### config.mk
export PLATFORM = sky130hd
export DESIGN_NAME = i2s_audio_tx
export DESIGN_NICKNAME = d
export VERILOG_FILES = /design/src/rtl/i2s_audio_tx.sv
export SDC_FILE = /design/constraint.sdc
export NUM_CORES = 1
export LEC_CHECK = 0
export BUFFER_PORTS_ARGS = -buffer_cell sky130_fd_sc_hd__buf_2
export CORE_UTILIZATION = 38
export CTS_CLUSTER_DIAMETER = 60
export CTS_CLUSTER_SIZE = 16
export DETAILED_ROUTE_END_ITERATION = 10
export SETUP_SLACK_MARGIN = 0.5
export SLEW_MARGIN = 20
export SYNTH_ARGS = -nofsm -noshare
export SYNTH_HDL_FRONTEND = slang
export SYNTH_SLANG_ARGS = --single-unit
### constraint.sdc
create_clock -name clk -period 5.2 [get_ports clk]
set_clock_uncertainty 0.2 [all_clocks]
set_input_delay 0.26 -clock clk [delete_from_list [all_inputs] [get_ports clk]]
set_output_delay 0.26 -clock clk [all_outputs]
set_load 0.01 [all_outputs]
### src/rtl/i2s_audio_tx.sv
// ----------------------------------------------------------------------------
// i2s_audio_tx
//
// I2S transmitter that runs on the audio PLL clock. The sound core pushes
// stereo PCM samples into a small FIFO. This block serialises them to the DAC
// as BCLK / LRCK / SDATA. While the PLL is not locked the block stays idle,
// holds every serial line low and discards anything still buffered.
//
// Parameters
//   CLK_DIV     clk cycles per BCLK half-period (>= 1)
//   SAMPLE_W    PCM bits per channel
//   SLOT_W      BCLK cycles per channel slot (>= SAMPLE_W)
//   FIFO_DEPTH  stereo-sample FIFO entries (power of 2, >= 2)
//
// Ports
//   clk           audio clock (PLL clkout0)
//   reset         asynchronous, active-high
//   pll_lock      PLL lock (asynchronous, synchronised here with 2 flops)
//   in_valid      sample valid from the sound core
//   in_ready      FIFO can accept a sample this cycle
//   in_left       left PCM sample, two's complement
//   in_right      right PCM sample, two's complement
//   i2s_bclk      bit clock
//   i2s_lrck      word select, 0 = left channel
//   i2s_sdata     serial data, MSB first, changes after BCLK falling edges
//   underrun      one-cycle pulse when a frame starts with the FIFO empty
//   underrun_cnt  saturating count of underruns (cleared by reset only)
//   fifo_level    number of samples currently buffered
// ----------------------------------------------------------------------------
module i2s_audio_tx #(
    parameter int CLK_DIV    = 4,
    parameter int SAMPLE_W   = 16,
    parameter int SLOT_W     = 32,
    parameter int FIFO_DEPTH = 4
) (
    input  logic                          clk,
    input  logic                          reset,
    input  logic                          pll_lock,
    input  logic                          in_valid,
    output logic                          in_ready,
    input  logic [SAMPLE_W-1:0]           in_left,
    input  logic [SAMPLE_W-1:0]           in_right,
    output logic                          i2s_bclk,
    output logic                          i2s_lrck,
    output logic                          i2s_sdata,
    output logic                          underrun,
    output logic [7:0]                    underrun_cnt,
    output logic [$clog2(FIFO_DEPTH):0]   fifo_level
);

    localparam int AW    = $clog2(FIFO_DEPTH);
    localparam int DIV_W = (CLK_DIV > 1) ? $clog2(CLK_DIV) : 1;
    localparam int BIT_W = $clog2(2 * SLOT_W);

    localparam logic [AW:0]      FULL_LEVEL = (AW + 1)'(FIFO_DEPTH);
    localparam logic [AW:0]      LEVEL_ONE  = (AW + 1)'(1);
    localparam logic [AW-1:0]    PTR_ONE    = AW'(1);
    localparam logic [DIV_W-1:0] LAST_DIV   = DIV_W'(CLK_DIV - 1);
    localparam logic [DIV_W-1:0] DIV_ONE    = DIV_W'(1);
    localparam logic [BIT_W-1:0] LAST_BIT   = BIT_W'(2 * SLOT_W - 1);
    localparam logic [BIT_W-1:0] BIT_ONE    = BIT_W'(1);
    localparam logic [BIT_W-1:0] SAMPLE_IDX = BIT_W'(SAMPLE_W);
    localparam logic [BIT_W-1:0] SLOT_IDX   = BIT_W'(SLOT_W);
    localparam logic [BIT_W-1:0] LRCK_ON    = BIT_W'(SLOT_W - 1);
    localparam logic [BIT_W-1:0] LRCK_OFF   = BIT_W'(2 * SLOT_W - 2);

    typedef enum logic [1:0] {
        ST_IDLE,
        ST_PRIME,
        ST_RUN
    } state_t;

    state_t state;
    state_t state_next;

    logic lock_meta;
    logic lock_s;

    logic [2*SAMPLE_W-1:0] mem [FIFO_DEPTH];
    logic [AW-1:0]         wr_ptr;
    logic [AW-1:0]         rd_ptr;
    logic [2*SAMPLE_W-1:0] head;
    logic [SAMPLE_W-1:0]   head_left;
    logic [SAMPLE_W-1:0]   head_right;
    logic                  fifo_empty;

    logic [SAMPLE_W-1:0]   left_reg;
    logic [SAMPLE_W-1:0]   right_reg;
    logic [DIV_W-1:0]      div_cnt;
    logic [BIT_W-1:0]      bit_cnt;
    logic [BIT_W-1:0]      bit_next;

    logic start_run;
    logic bclk_fall;
    logic frame_wrap;
    logic flush;
    logic push;
    logic pop;

    logic [SAMPLE_W-1:0] load_left;
    logic [SAMPLE_W-1:0] load_right;

    // Serial data bit for slot position k: left word MSB first at the start
    // of the first slot, right word MSB first at the start of the second slot,
    // zero padding in the remainder of each slot.
    function automatic logic sdata_bit(
        input logic [BIT_W-1:0]    k,
        input logic [SAMPLE_W-1:0] l,
        input logic [SAMPLE_W-1:0] r
    );
        logic [SAMPLE_W-1:0] sh;
        logic [BIT_W-1:0]    kr;
        sdata_bit = 1'b0;
        sh        = '0;
        kr        = k - SLOT_IDX;
        if (k < SAMPLE_IDX) begin
            sh        = l << k;
            sdata_bit = sh[SAMPLE_W-1];
        end else if ((k >= SLOT_IDX) && (kr < SAMPLE_IDX)) begin
            sh        = r << kr;
            sdata_bit = sh[SAMPLE_W-1];
        end
    endfunction

    // Word select leads the data by one BCLK so the DAC sees the channel
    // change one bit before each MSB.
    function automatic logic lrck_bit(input logic [BIT_W-1:0] k);
        lrck_bit = (k >= LRCK_ON) && (k <= LRCK_OFF);
    endfunction

    // Two-flop synchroniser for the asynchronous PLL lock indication.
    always_ff @(posedge clk or posedge reset) begin
        if (reset) begin
            lock_meta <= 1'b0;
            lock_s    <= 1'b0;
        end else begin
            lock_meta <= pll_lock;
            lock_s    <= lock_meta;
        end
    end

    assign head       = mem[rd_ptr];
    assign head_left  = head[2*SAMPLE_W-1:SAMPLE_W];
    assign head_right = head[SAMPLE_W-1:0];
    assign fifo_empty = (fifo_level == '0);

    // in_ready depends only on registered state, so there is no path from any
    // input to any output.
    assign in_ready = (state != ST_IDLE) && (fifo_level < FULL_LEVEL);
    assign push     = in_valid && in_ready;
    assign flush    = !lock_s;

    assign bit_next = (bit_cnt == LAST_BIT) ? '0 : (bit_cnt + BIT_ONE);

    // FSM state register.
    always_ff @(posedge clk or posedge reset) begin
        if (reset) begin
            state <= ST_IDLE;
        end else begin
            state <= state_next;
        end
    end

    // Next state plus the strobes that steer the datapath. Losing lock from
    // any state returns to IDLE.
    always_comb begin
        state_next = state;
        start_run  = 1'b0;
        bclk_fall  = 1'b0;
        frame_wrap = 1'b0;
        unique case (state)
            ST_IDLE: begin
                if (lock_s) begin
                    state_next = ST_PRIME;
                end
            end
            ST_PRIME: begin
                if (!lock_s) begin
                    state_next = ST_IDLE;
                end else if (!fifo_empty) begin
                    state_next = ST_RUN;
                    start_run  = 1'b1;
                end
            end
            ST_RUN: begin
                if (!lock_s) begin
                    state_next = ST_IDLE;
                end else if ((div_cnt == LAST_DIV) && i2s_bclk) begin
                    bclk_fall  = 1'b1;
                    frame_wrap = (bit_cnt == LAST_BIT);
                end
            end
            default: begin
                state_next = ST_IDLE;
            end
        endcase
    end

    assign pop = start_run || (frame_wrap && !fifo_empty);

    // A frame that starts with nothing buffered plays silence.
    assign load_left  = fifo_empty ? '0 : head_left;
    assign load_right = fifo_empty ? '0 : head_right;

    // FIFO storage. Writes issued during a flush land in a slot that is
    // immediately abandoned because the pointers are cleared.
    always_ff @(posedge clk) begin
        if (push) begin
            mem[wr_ptr] <= {in_left, in_right};
        end
    end

    // FIFO pointers and occupancy. A simultaneous push and pop leaves the
    // level unchanged while both pointers still advance.
    always_ff @(posedge clk or posedge reset) begin
        if (reset) begin
            wr_ptr     <= '0;
            rd_ptr     <= '0;
            fifo_level <= '0;
        end else if (flush) begin
            wr_ptr     <= '0;
            rd_ptr     <= '0;
            fifo_level <= '0;
        end else begin
            if (push) begin
                wr_ptr <= wr_ptr + PTR_ONE;
            end
            if (pop) begin
                rd_ptr <= rd_ptr + PTR_ONE;
            end
            unique case ({push, pop})
                2'b10:   fifo_level <= fifo_level + LEVEL_ONE;
                2'b01:   fifo_level <= fifo_level - LEVEL_ONE;
                default: fifo_level <= fifo_level;
            endcase
        end
    end

    // Serialiser: BCLK divider, bit position and the registered serial lines.
    // Data and word select only move on BCLK falling edges so the DAC samples
    // them stable on the rising edge.
    always_ff @(posedge clk or posedge reset) begin
        if (reset) begin
            left_reg  <= '0;
            right_reg <= '0;
            div_cnt   <= '0;
            bit_cnt   <= '0;
            i2s_bclk  <= 1'b0;
            i2s_lrck  <= 1'b0;
            i2s_sdata <= 1'b0;
            underrun  <= 1'b0;
        end else if (flush) begin
            left_reg  <= '0;
            right_reg <= '0;
            div_cnt   <= '0;
            bit_cnt   <= '0;
            i2s_bclk  <= 1'b0;
            i2s_lrck  <= 1'b0;
            i2s_sdata <= 1'b0;
            underrun  <= 1'b0;
        end else begin
            underrun <= 1'b0;
            if (start_run) begin
                left_reg  <= head_left;
                right_reg <= head_right;
                div_cnt   <= '0;
                bit_cnt   <= '0;
                i2s_bclk  <= 1'b0;
                i2s_lrck  <= 1'b0;
                i2s_sdata <= head_left[SAMPLE_W-1];
            end else if (state == ST_RUN) begin
                if (div_cnt == LAST_DIV) begin
                    div_cnt  <= '0;
                    i2s_bclk <= !i2s_bclk;
                end else begin
                    div_cnt <= div_cnt + DIV_ONE;
                end
                if (bclk_fall) begin
                    bit_cnt  <= bit_next;
                    i2s_lrck <= lrck_bit(bit_next);
                    if (frame_wrap) begin
                        left_reg  <= load_left;
                        right_reg <= load_right;
                        i2s_sdata <= sdata_bit(bit_next, load_left, load_right);
                        underrun  <= fifo_empty;
                    end else begin
                        i2s_sdata <= sdata_bit(bit_next, left_reg, right_reg);
                    end
                end
            end
        end
    end

    // Underrun counter survives lock loss so software can still read how
    // often the stream starved before the PLL dropped.
    always_ff @(posedge clk or posedge reset) begin
        if (reset) begin
            underrun_cnt <= 8'd0;
        end else if (frame_wrap && fifo_empty && (underrun_cnt != 8'hFF)) begin
            underrun_cnt <= underrun_cnt + 8'd1;
        end
    end

endmodule

==> impl_metrics.toml, run 1 <==
[grt]
antenna_found_initial = 0
grt_usage_pct = 15.69
grt_pass1_vias = 4955
grt_max_degree = 64
grt_pass1_wl_mm = 26.19
overflow = 0

[floorplan]
ioPinCount = 52
initial_utilization_pct = 38.89
die_area_sq_um = 22170
die_w_um = 148.9
rows = 53
die_h_um = 148.9
core_area_sq_um = 21090

[synth]
synthArstFlopShare_pct = 32.98
ys_seq_elements = 191
syn-mean-instance-area_sq_um = 15.16
post_synth_inst_count = 541
synth_edf_count = 128
syn_nets = 587
synthFlopType = "edfxtp_1"
synth_top_area_cell = "edfxtp_1"
synth-seq-area-share_pct = 66.10
yosys.cell_count.top_type = "edfxtp_1"
syn-cell-area_sq_um = 8200
synth_top_cells_by_area = "edfxtp_1 47%, dfrtp_1 19%, mux4_2 9.1%"
yosysWarnings = 0
synth_top_cell_area_share_pct = 46.87
synth.distinct_cells = 53
synth_commonest_cells = "128 x edfxtp_1, 84 x nand2_1, 63 x dfrtp_1, 33 x mux4_2, 33 x o21ai_0"

[sta]
final-hold-violation-count = 0
relSlewSlack_pct = 34.14
setup_viol = 0
tightest_slew_ns = 0.9879
rsz0062_at_grt = "false"
fin_setup_tns_ns = 0
max_freq_mhz = 305.5
post-route-min-period_ns = 3.274
period_share_pct = 62.95
slew_violations = 0

[critical_path]
crit_type = "register to register"
slowest_stage = "o21ai_4"
timing.rr.end = "i2s_sdata"
timing.rr.start = "bit_cnt[0]"
required_ns = 5.31
crit_chain = "ha_1 -> nand2_1 -> o21ai_4 -> mux2_2 -> o311ai_0 -> a211oi_1 -> nor4_1 -> a211oi_1"
arrival_ns = 3.38
endpoint_kind = "register"
r2r_setup_slack_ns = 1.93
cp-start-kind = "register"
cp_top_family = "compound AO/OA/AOI/OAI gates"
crit_fanout = 18
worst-path-buf-inv = 0
crit_top_cell = "a211oi_1"
rr_worst_depth = 8
cp_slowest_stage_delay_ns = 0.60

[detailed_routing]
postRouteAntennaNets = 0
drc_errors = 0
drt_pass1_iterations = 4
wl_per_cell_um = 17.90
first_iter_violations = 338
num_vias = 4710
via_per_inst = 5.176
wirelength_mm = 16.29

[final_layout]
diodes = 0
final_net_count = 668
largest_reg_flops = 128
multi_input_area_sq_um = 2610
fillers = 1878
postLayoutCellArea_sq_um = 9652
drive_above_1_share_pct = 21.42
register_area_sq_um = 5423
syn2layout_area_growth_pct = 17.70

[power_and_ir_drop]
internal_power_mw = 2.768
p_seq_share_pct = 49.3
combPwrFrac_pct = 18.2
p_switching_mw = 1.145
ir_drop_uv = 255.5
power_mw = 3.913
swShare_pct = 29.26
clock_power_share_pct = 32.5
p_leak_nw = 3.566
power.density_nw_per_um2 = 405.4

[placement]
hpwl_mm = 10.18
numPortBuffers = 51
gp_congestion = 0.9287
placed_area_sq_um = 8713

[clocking]
cts_resized = 0
clk_path_buf_depth = 2
clkLatencyLatePin_ns = 0.43
clk_pin_slew_worst_paths_ns = 0.07
cts_tree = "built"
clock_sink_count = 191
hold_buffers = 34
post-cts-setup-buffer-count = 0
cts_root_buffer = "clkbuf_16"
cts-htree-levels = 4
numCtsBuffers = 17

[status]
status = "complete, no violations"

[worst_hold_path]
min_to = "lock_s"
min_path_type = "register to register"
holdPathStages = 0
hold_path_startpoint = "lock_meta"

[run]
maxCapViolations = 0
-- per-stage QoR --
step / util [%] / hold slack, ns / worst slack, ns / cells
2_1_floorplan: - / 0.09143 / 2.541 / 541
3_3_place_gp: 41.32 / 0.1424 / 1.813 / 844
3_5_place_dp: 41.32 / 0.1478 / 1.708 / 844
4_1_cts: 45.73 / 0.1638 / 1.683 / 910
5_1_grt: 45.77 / 0.1705 / 1.691 / 910
6_report: 45.77 / 0.1623 / 1.926 / 910
-- worst reg2reg max path, stage by stage (launching register included) --
cell and delay (ns):
dfrtp_1 0.50, ha_1 0.42, nand2_1 0.18, o21ai_4 0.60, mux2_2 0.42, o311ai_0 0.34
a211oi_1 0.10, nor4_1 0.31, a211oi_1 0.08
-- how the worst max path moves through the flow --
stage,start,endpoint,cells past startpoint
finish,bit_cnt[0],i2s_sdata,8
global route,bit_cnt[0],i2s_sdata,9
CTS,bit_cnt[0],i2s_sdata,8
detailed placement,bit_cnt[0],i2s_sdata,8
global placement,bit_cnt[0],i2s_sdata,9
floorplan,bit_cnt[0],fifo_level[2],11
-- power by group through the flow --
stage / clock, mW / sequential (mW) / combinational [mW]
after floorplan: 0 / 1.91 / 0.530
after detailed placement: 0 / 1.96 / 0.701
after CTS: 1.30 / 1.93 / 0.725
after global placement: 0 / 1.95 / 0.676
final: 1.27 / 1.93 / 0.713
after global routing: 1.36 / 1.95 / 0.790
-- area by class of cell --
cell class / count / area share, %
multi-input cells: 312 / 27.04
well taps: 275 / 3.565
clock buffers: 17 / 4.408
clock inverters: 15 / 1.698
repair buffers: 94 / 6.871
flip-flops and latches: 191 / 56.18
inverters: 6 / 0.2333
-- placed cells by master (no fill, tap or decap), types with 2 or more instances in the layout --
cell type	count
nor3_1	3
o21a_1	3
ha_1	9
a22o_1	7
inv_6	4
a311o_1	2
nand2_1	84
mux2i_1	11
buf_2	51
a211oi_1	4
o211ai_1	2
nor2b_1	5
xnor2_1	10
dfrtp_2	2
edfxtp_1	128
dlygate4sd3_1	34
xor2_1	7
and2_1	14
mux4_1	8
and3b_1	2
nand4_1	5
buf_4	9
clkinvlp_4	2
a31oi_1	3
clkinv_8	4
o21ai_0	33
nand3_1	5
nor2_1	16
a21oi_1	8
mux2_2	5
and3_1	9
nand2b_1	2
mux4_2	33
a22oi_1	2
clkbuf_16	17
inv_8	4
inv_1	5
dfrtp_1	61
-- metal layers --
metal	routed length (um)	GRT usage (%)	part of all wire, %	vias to the layer above
li1	-	-	-	2206
met3	679	4.128	4.2	22
met4	334	5.051	2.1	0
met1	7234	19.68	44	2373
met2	8038	26.42	49	109
met5	0	0	0	-
-- cells by family (layout without fill, tap and decap cells) --
family | Yosys count | count (layout) | synth area share, %
multiplexers | 57 | 57 | 13.66
buffers and inverters | 38 | 132 | 2.182
flip-flops | 191 | 191 | 66.10
AND/OR/NAND/NOR | 152 | 152 | 8.560
adder cells (fa/ha/maj) | 10 | 10 | 1.617
AO/OA/AOI/OAI | 76 | 76 | 6.073
XOR/XNOR | 17 | 17 | 1.816
(Power assumes the default switching activity.)
==> inputs of run 2 (changes only) <==
Settings changed: ABC_AREA set to 1.
Clock period 5.2 ns to 2.8 ns, I/O delays scaled along.
==> impl_metrics.toml, run 2 <==
[sta]
slew_violations = 0
post-route-min-period_ns = 2.313
fin_setup_tns_ns = 0
period_share_pct = 82.62
tightest_slew_ns = 0.7256
setup_viol = 0
final-hold-violation-count = 0
max_freq_mhz = 432.3
rsz0062_at_grt = "true"
relSlewSlack_pct = 51.56

[critical_path]
slowest_stage = "dfrtp_2"
crit_type = "register to register"
crit_top_cell = "nand2_1"
crit_chain = "ha_4 -> nand2_2 -> nor2_4 -> a21oi_4 -> buf_4 -> clkbuf_16 -> nand2_1 -> nand3_1 -> nand3_1 -> nand3_1 -> nand2_1 -> nand2_1 -> a21oi_2 -> nand2_1 -> nand2_1 -> nand2_1"
rr_worst_depth = 16
r2r_setup_slack_ns = 0.49
required_ns = 2.93
endpoint_kind = "register"
cp_slowest_stage_delay_ns = 0.43
crit_fanout = 12
arrival_ns = 2.44
cp-start-kind = "register"

[final_layout]
drive_above_1_share_pct = 18.04
diodes = 0
layout_commonest_cell = "nand2_1"
final_core_util_pct = 48.37
syn2layout_area_growth_pct = 23.48
layout_common_cells = "159 x nand2_1, 128 x edfxtp_1, 123 x nor2_1"
fillers = 2006
largest_reg_flops = 128
finalNonFillerCells = 1278
final_net_count = 1031

[synth]
synthFlopType = "edfxtp_1"
yosys.cell_count.top_type = "nand2_1"
synth_edf_count = 128
yosysWarnings = 0
synth.distinct_cells = 40
syn-mean-instance-area_sq_um = 9.880
synth-seq-area-share_pct = 62.63
synth_commonest_cells = "159 x nand2_1, 132 x nor2_1, 128 x edfxtp_1, 102 x nand3_1, 91 x o21ai_0"
syn_nets = 922
synth_top_area_cell = "edfxtp_1"
ys_seq_elements = 191
synth_top_cells_by_area = "edfxtp_1 44%, dfrtp_1 18%, nand2_1 6.9%"
synthArstFlopShare_pct = 32.98
syn-cell-area_sq_um = 8655
synth_top_cell_area_share_pct = 44.41
post_synth_inst_count = 876

[clocking]
numCtsBuffers = 17
clkLatencyLatePin_ns = 0.44
cts_root_buffer = "clkbuf_16"
clock_sink_count = 191
cts_tree = "built"
cts-htree-levels = 4
clk_pin_slew_worst_paths_ns = 0.07
clk_path_buf_depth = 2

[grt]
use_met2_pct = 27.61
grt_busiest_layer = "met2"
grt_usage_pct = 17.43
overflow = 0
gr-usage-met1_pct = 23.78
gr-usage-met3_pct = 3.289
grt_max_degree = 52
grt_pass1_vias = 6026
antenna_found_initial = 0
grt_pass1_wl_mm = 31.66

[floorplan]
die_h_um = 152.9
die_area_sq_um = 23380
initial_utilization_pct = 39.17
rows = 54
ioPinCount = 52
die_w_um = 152.9
core_area_sq_um = 22090

[placement]
hpwl_mm = 11.98
dp.cells = 1184
numPortBuffers = 51
gp_congestion = 0.8972

[detailed_routing]
via_per_inst = 5.004
num_vias = 6395
first_iter_violations = 536
drc_errors = 0
wl_per_cell_um = 15.47
postRouteAntennaNets = 0
wirelength_mm = 19.78
drt_pass1_iterations = 5

[power_and_ir_drop]
p_leak_nw = 4.462
power.density_nw_per_um2 = 761.3
ir_drop_uv = 481.8

[run]
maxCapViolations = 0

[worst_hold_path]
holdPathStages = 4
min_path_type = "primary input to register"

[status]
status = "complete, no violations"
## run 2: path summary, 6_finish.rpt
| check | start | end |
|---|---|---|
| worst max register to register | bit_cnt[0] | i2s_sdata |
| max in group asynchronous | reset | bit_cnt[0] |
| worst min register to register | lock_meta | lock_s |
| min in group asynchronous | reset | right_reg[0] |
| worst max-delay path | bit_cnt[0] | i2s_sdata |
| worst min-delay path | in_valid | wr_ptr[1] |
## run 2: kinds of logic after synthesis
family	share of synthesized area [%]
AOI/OAI and AO/OA	7.460
xor gates and xnor gates	0.8096
adders and majority gates	1.532
buffers and inverters	5.407
DFF	62.63
and+or+nand+nor	22.16
## run 2: routing by layer
metal	vias up	wire (um)
met5	-	0
li1	3180	-
met2	179	9313
met3	24	938
met4	0	300
met1	3012	9224
## run 2: final cells by class
cell class / count / area [sq um] / area share [%]
Clock buffer: 17 / 425.4 / 3.981
Timing Repair Buffer: 135 / 1116 / 10.44
Multi-Input combinational cell: 571 / 2902 / 27.15
Clock inverter: 15 / 202.7 / 1.897
Inverter: 69 / 266.5 / 2.494
Sequential cell: 191 / 5424 / 50.76
Tap cell: 280 / 350.3 / 3.278
## run 2: critical path, delay by kind of cell, from the launching register on
family	cells	cell delay, ns
simple gates	11	0.88
flops	1	0.43
buf+inv	2	0.32
compound gates	2	0.20
fa+ha+maj	1	0.17
## run 2: through the flow
| step | power, mW | cell area (sq um) | worst slack [ns] | hold slack (ns) |
|---|---|---|---|---|
| 6_report | 8.136 | 10690 | 0.4866 | 0.1303 |
| 5_1_grt | 8.604 | 10690 | 0.3821 | 0.1503 |
| 4_1_cts | 8.134 | 10340 | 0.4992 | 0.1232 |
| 3_5_place_dp | 5.582 | 9298 | 0.2897 | 0.05170 |
| 3_3_place_gp | 5.569 | 9298 | 0.3686 | 0.05306 |
| 2_1_floorplan | 4.940 | 8666 | 0.4341 | -0.02857 |
## run 2: power by group
group          total [mW]  switching (mW)  leakage [nW]  internal (mW)
clock network        2.51            1.20         0.306           1.31
logic                2.04            1.37          2.15          0.671
registers            3.58           0.162          2.00           3.42
## run 2: repair_timing
action,4_1_cts,5_1_grt
setup endpoints to repair,6,39
endpoints found under the hold margin,159,0
buffers inserted,6,20
gates cloned,0,2
hold buffers,34,0
resized for setup,12,34
pin swaps,2,15
